### config.mk
export PLATFORM = sky130hd
export DESIGN_NAME = hamming15_serial_tx
export DESIGN_NICKNAME = d
export VERILOG_FILES = /design/src/rtl/hamming15_serial_tx.sv
export SDC_FILE = /design/constraint.sdc
export NUM_CORES = 1
export LEC_CHECK = 0
export CAP_MARGIN = 20
export CORE_MARGIN = 3
export CORE_UTILIZATION = 35
export CTS_CLUSTER_DIAMETER = 150
export CTS_CLUSTER_SIZE = 28
export DETAILED_ROUTE_END_ITERATION = 6
export GPL_ROUTABILITY_DRIVEN = 0
export PLACE_DENSITY = 0.64
export SYNTH_ARGS = -nofsm -noshare
export SYNTH_HDL_FRONTEND = slang
export SYNTH_SLANG_ARGS = --single-unit
### constraint.sdc
create_clock -name clk -period 1.58 [get_ports clk]
set_input_delay 0.316 -clock clk [delete_from_list [all_inputs] [get_ports clk]]
set_output_delay 0.316 -clock clk [all_outputs]
set_load 0.005 [all_outputs]
### src/rtl/hamming15_serial_tx.sv
// hamming15_serial_tx
// Hamming(15,11) even-parity encoder with a serial, LSB-first (position 1 first)
// valid/ready output stream. One word is accepted in IDLE, then its codeword is
// shifted out one bit per accepted tx beat while in SEND.
// Optional build macro OVERALL_PARITY_EN: appends an overall parity bit
// (position 0, XOR of positions 1..15) as a 16th bit after position 15, giving SECDED.
module hamming15_serial_tx (
   input  logic        clk,
   input  logic        rst_n,
   input  logic [10:0] in_data,
   input  logic        in_valid,
   output logic        in_ready,
   output logic        tx_bit,
   output logic        tx_valid,
   input  logic        tx_ready,
   output logic        tx_last,
   output logic        busy
);

`ifdef OVERALL_PARITY_EN
   localparam int FRAME_LEN = 16;
`else
   localparam int FRAME_LEN = 15;
`endif

   localparam logic [3:0] LAST_IDX = 4'(FRAME_LEN - 1);

   localparam logic [0:0] ST_IDLE = 1'b0;
   localparam logic [0:0] ST_SEND = 1'b1;

   logic [0:0]           r_state;
   logic [FRAME_LEN-1:0] r_shift;
   logic [3:0]           r_idx;

   logic [14:0]          w_cw;
   logic [FRAME_LEN-1:0] w_code;
   logic                 w_bit_accept;
   logic                 w_at_last;

   // Codeword bit c[i] holds position i+1; parity k covers positions with index bit k set.
   function automatic logic [14:0] hamming_encode(input logic [10:0] d);
      logic [14:0] c;
      c       = '0;
      c[2]    = d[0];
      c[4]    = d[1];
      c[5]    = d[2];
      c[6]    = d[3];
      c[8]    = d[4];
      c[9]    = d[5];
      c[10]   = d[6];
      c[11]   = d[7];
      c[12]   = d[8];
      c[13]   = d[9];
      c[14]   = d[10];
      // p1: positions 3,5,7,9,11,13,15
      c[0]    = d[0] ^ d[1] ^ d[3] ^ d[4] ^ d[6] ^ d[8] ^ d[10];
      // p2: positions 3,6,7,10,11,14,15
      c[1]    = d[0] ^ d[2] ^ d[3] ^ d[5] ^ d[6] ^ d[9] ^ d[10];
      // p4: positions 5,6,7,12,13,14,15
      c[3]    = d[1] ^ d[2] ^ d[3] ^ d[7] ^ d[8] ^ d[9] ^ d[10];
      // p8: positions 9..15
      c[7]    = ^d[10:4];
      return c;
   endfunction

   assign w_cw = hamming_encode(in_data);

`ifdef OVERALL_PARITY_EN
   // Position 0 is sent last, so it sits above position 15 in the shift register.
   assign w_code = {^w_cw, w_cw};
`else
   assign w_code = w_cw;
`endif

   assign in_ready     = (r_state == ST_IDLE);
   assign tx_valid     = (r_state == ST_SEND);
   assign busy         = (r_state == ST_SEND);
   assign tx_bit       = r_shift[0];
   assign w_at_last    = (r_idx == LAST_IDX);
   assign tx_last      = tx_valid && w_at_last;
   assign w_bit_accept = tx_valid && tx_ready;

   // Frame FSM: latch codeword in IDLE, shift one bit out per accepted beat in SEND.
   always_ff @(posedge clk) begin
      if (!rst_n) begin
         r_state <= ST_IDLE;
         r_shift <= '0;
         r_idx   <= '0;
      end else begin
         case (r_state)
            ST_IDLE: begin
               if (in_valid) begin
                  r_shift <= w_code;
                  r_idx   <= '0;
                  r_state <= ST_SEND;
               end
            end
            ST_SEND: begin
               if (w_bit_accept) begin
                  // Zeros shift in, so tx_bit reads 0 once the frame is drained.
                  r_shift <= r_shift >> 1;
                  if (w_at_last) begin
                     r_idx   <= '0;
                     r_state <= ST_IDLE;
                  end else begin
                     r_idx   <= r_idx + 4'd1;
                  end
               end
            end
            default: begin
               r_state <= ST_IDLE;
            end
         endcase
      end
   end

endmodule

==> results.md <==
* Status: completed
* Top cells by area, synth: dfxtp_1 (35%), xnor3_1 (16%), mux2i_1 (9.7%)
* TritonCTS Buffers at 3
* Post-synth top area cell: dfxtp_1
* Switching share of power at 0.277
* Die Ht at 62.9 um
* Worst slew margin at 0.660
* Pwr Total at 0.00126 W
* Max-cap viol count at 0
* Initial detailed-routing violation count at 25
* Clock transition at path regs at 0.13 ns
* Final setup TNS at 0 ns
* H-tree depth at 1
* Synth top area share at 0.353
* Crit Path Class: reg -> out
* Seq/Total Area, Yosys at 0.353
* Final hold slack at 0.512 ns
* Total gr overflow at 0
* TritonCTS clock tree: done
* Clock share of power at 0.249
* CTS Hold Bufs at 0
* Drt wl/cell at around 15 um
* Crit-path max FO at 2
* Final period utilization at 0.982
* Mapped cell area at 1130 um^2
* Top-count cell post-synth: dfxtp_1
* Worst-margin pin slew at 0.496 ns
* Avg Inst Size Synth at approximately 10 um^2
* Switching power of the nets at 0.000348 W
* Most frequent cells after synthesis: dfxtp_1 (20), mux2i_1 (11), nor2_1 (11)
* Clock buffer depth at 2
* Full die area at 3960 um^2
* Final nets at approximately 170
* Cells after Synth at 108
* First-pass GRT wire length at 4600 um
* Total track usage at 0.146
* Final Setup Violations at 0
* Synth Warn # at 0
* Combinational share of power at 0.291
* Yosys cell types at 32
* Ys flop type: dfxtp_1
* Worst-Skew Late Latency at a little over 0.3 ns
* CP required at approximately 1.3 ns
* # rows at 20
* Antenna fix cells at 0
* Leak at 0.699 nW
* Seq pwr share at 0.459
* Num Clock Sinks at 20
* Share of cells above drive strength 1 at 0.287
* Initial DRT Pass Iterations at 4
* Worst VDD drop at around 0.00039 V
* Initial core utilization at 0.368
* Die X at ~63 um
* HPWL after detailed placement at 2180 um
* Max Clock Freq at 645 MHz
* Flops & latches, synth at 20
* Core area at between 3000 and 4000 um^2
* Post-synth EDFFs at 0
* DRC at 0
* Syn-to-layout area delta at 41.7%
* Final worst setup slack at roughly 0.028 ns
* Synthesized Nets at 125
* Worst Path Arrival at about 1.2 ns
* Ports at 20
* Post-DP Area at 1530 um^2
* Pin count of the biggest net entering global routing at 18
* Internal power at 0.000911 W
* Vias in the first global route at 1,046
* Crit start category: flip-flop
* Crit path capture type: primary output
* Fin. Hold Viols at 0
* Min Tclk post-route at between 1.5 and 2 ns
* Clk root buf: clkbuf_4
* Via count at approximately 1,000
* Final Cell Area at 1610 um^2
* Setup Skew at 0.00838 ns
* Unrepaired setup endpoints after global routing: yes
* Min-delay worst type: reg -> reg
* Via density at between 5 and 6
* Ys async rst share at 0
* Initial antenna violation count at 0
* P per Cell Area at 784 nW/um^2
* Dpl ws at -0.165 ns
* Final ANT Viol Nets at 0
* Final Max Slew Viols at 0
* I/O Buffers at 19
* Overall routed net length at 2840 um
## cell type report
class | instances | area (um^2)
clock buffers | 4 | 36.3
fillers | 283 | 1470
inverters | 4 | 15.0
multi-input cells | 78 | 703
flip-flops and latches | 20 | 407
well taps | 44 | 55.1
repair buffers | 44 | 390
## worst max-delay path, stage by stage (launching register included)
cell and delay, ns:
dfxtp_2 0.35, inv_2 0.04, ha_4 0.14, and3_4 0.16, and2_4 0.13, buf_6 0.11
## routing by layer
metal,wire length (um),track usage,up-vias
li1,-,-,491
met1,1230,0.166,489
met2,1530,0.277,19
met3,60,0.0126,2
met4,21,0.0551,0
met5,0,0,-
## power groups by stage
| stage | Clock, W | Combinational, W | Sequential [W] |
|---|---|---|---|
| global placement | 0 | 0.000351 | 0.000588 |
| CTS | 0.000319 | 0.000368 | 0.000578 |
| detailed placement | 0 | 0.000363 | 0.000590 |
| global route | 0.000341 | 0.000394 | 0.000585 |
| finish | 0.000314 | 0.000367 | 0.000579 |
| floorplan | 0 | 0.000214 | 0.000582 |
## registers in the layout, indices dropped and copies added, names as in the netlist
signal	flops
busy	1
r_idx	4
r_shift	15
## layout by cell type (no fill, tap or decap), types with 2 or more instances in the layout
cell             instances
buf_4                   24
clkdlybuf4s50_1         17
dfxtp_1                 17
mux2i_1                 11
nor2_1                  11
a211oi_1                10
xnor3_1                  8
a21oi_1                  7
o221ai_1                 3
nand2_1                  3
clkbuf_4                 3
inv_2                    2
xor2_1                   2
xnor2_1                  2
a31oi_1                  2
or3_2                    2
dfxtp_2                  2
## through the flow
stage,util,instances
3_5_place_dp,0.497,188
6_report,0.522,194
3_3_place_gp,0.497,188
4_1_cts,0.519,193
5_1_grt,0.522,194
2_1_floorplan,-,108
## repair_timing
| item | CTS | global route |
|---|---|---|
| resized for setup | 15 | 1 |
| endpoints found under the setup margin | 5 | 2 |
| buffers inserted | 1 | 1 |
| pin swaps | 2 | 2 |
## path summary, 6_finish.rpt
kind	start	to	slack, ns	depth (start not counted)
max	r_idx[0]	tx_last	0.03	5
min	r_shift[13]	r_shift[13]	0.51	2
max reg2reg	r_idx[0]	r_idx[2]	0.06	6
min reg2reg	r_shift[13]	r_shift[13]	0.51	2
## cell families after synthesis
group,after synthesis,share of synthesized area
compound gates,28,0.176
simple gates,24,0.108
fa+ha+maj,2,0.0221
xor+xnor,12,0.190
buf+inv,10,0.0441
mux,12,0.107
flops,20,0.353
Power figures use the tool's default switching activity.
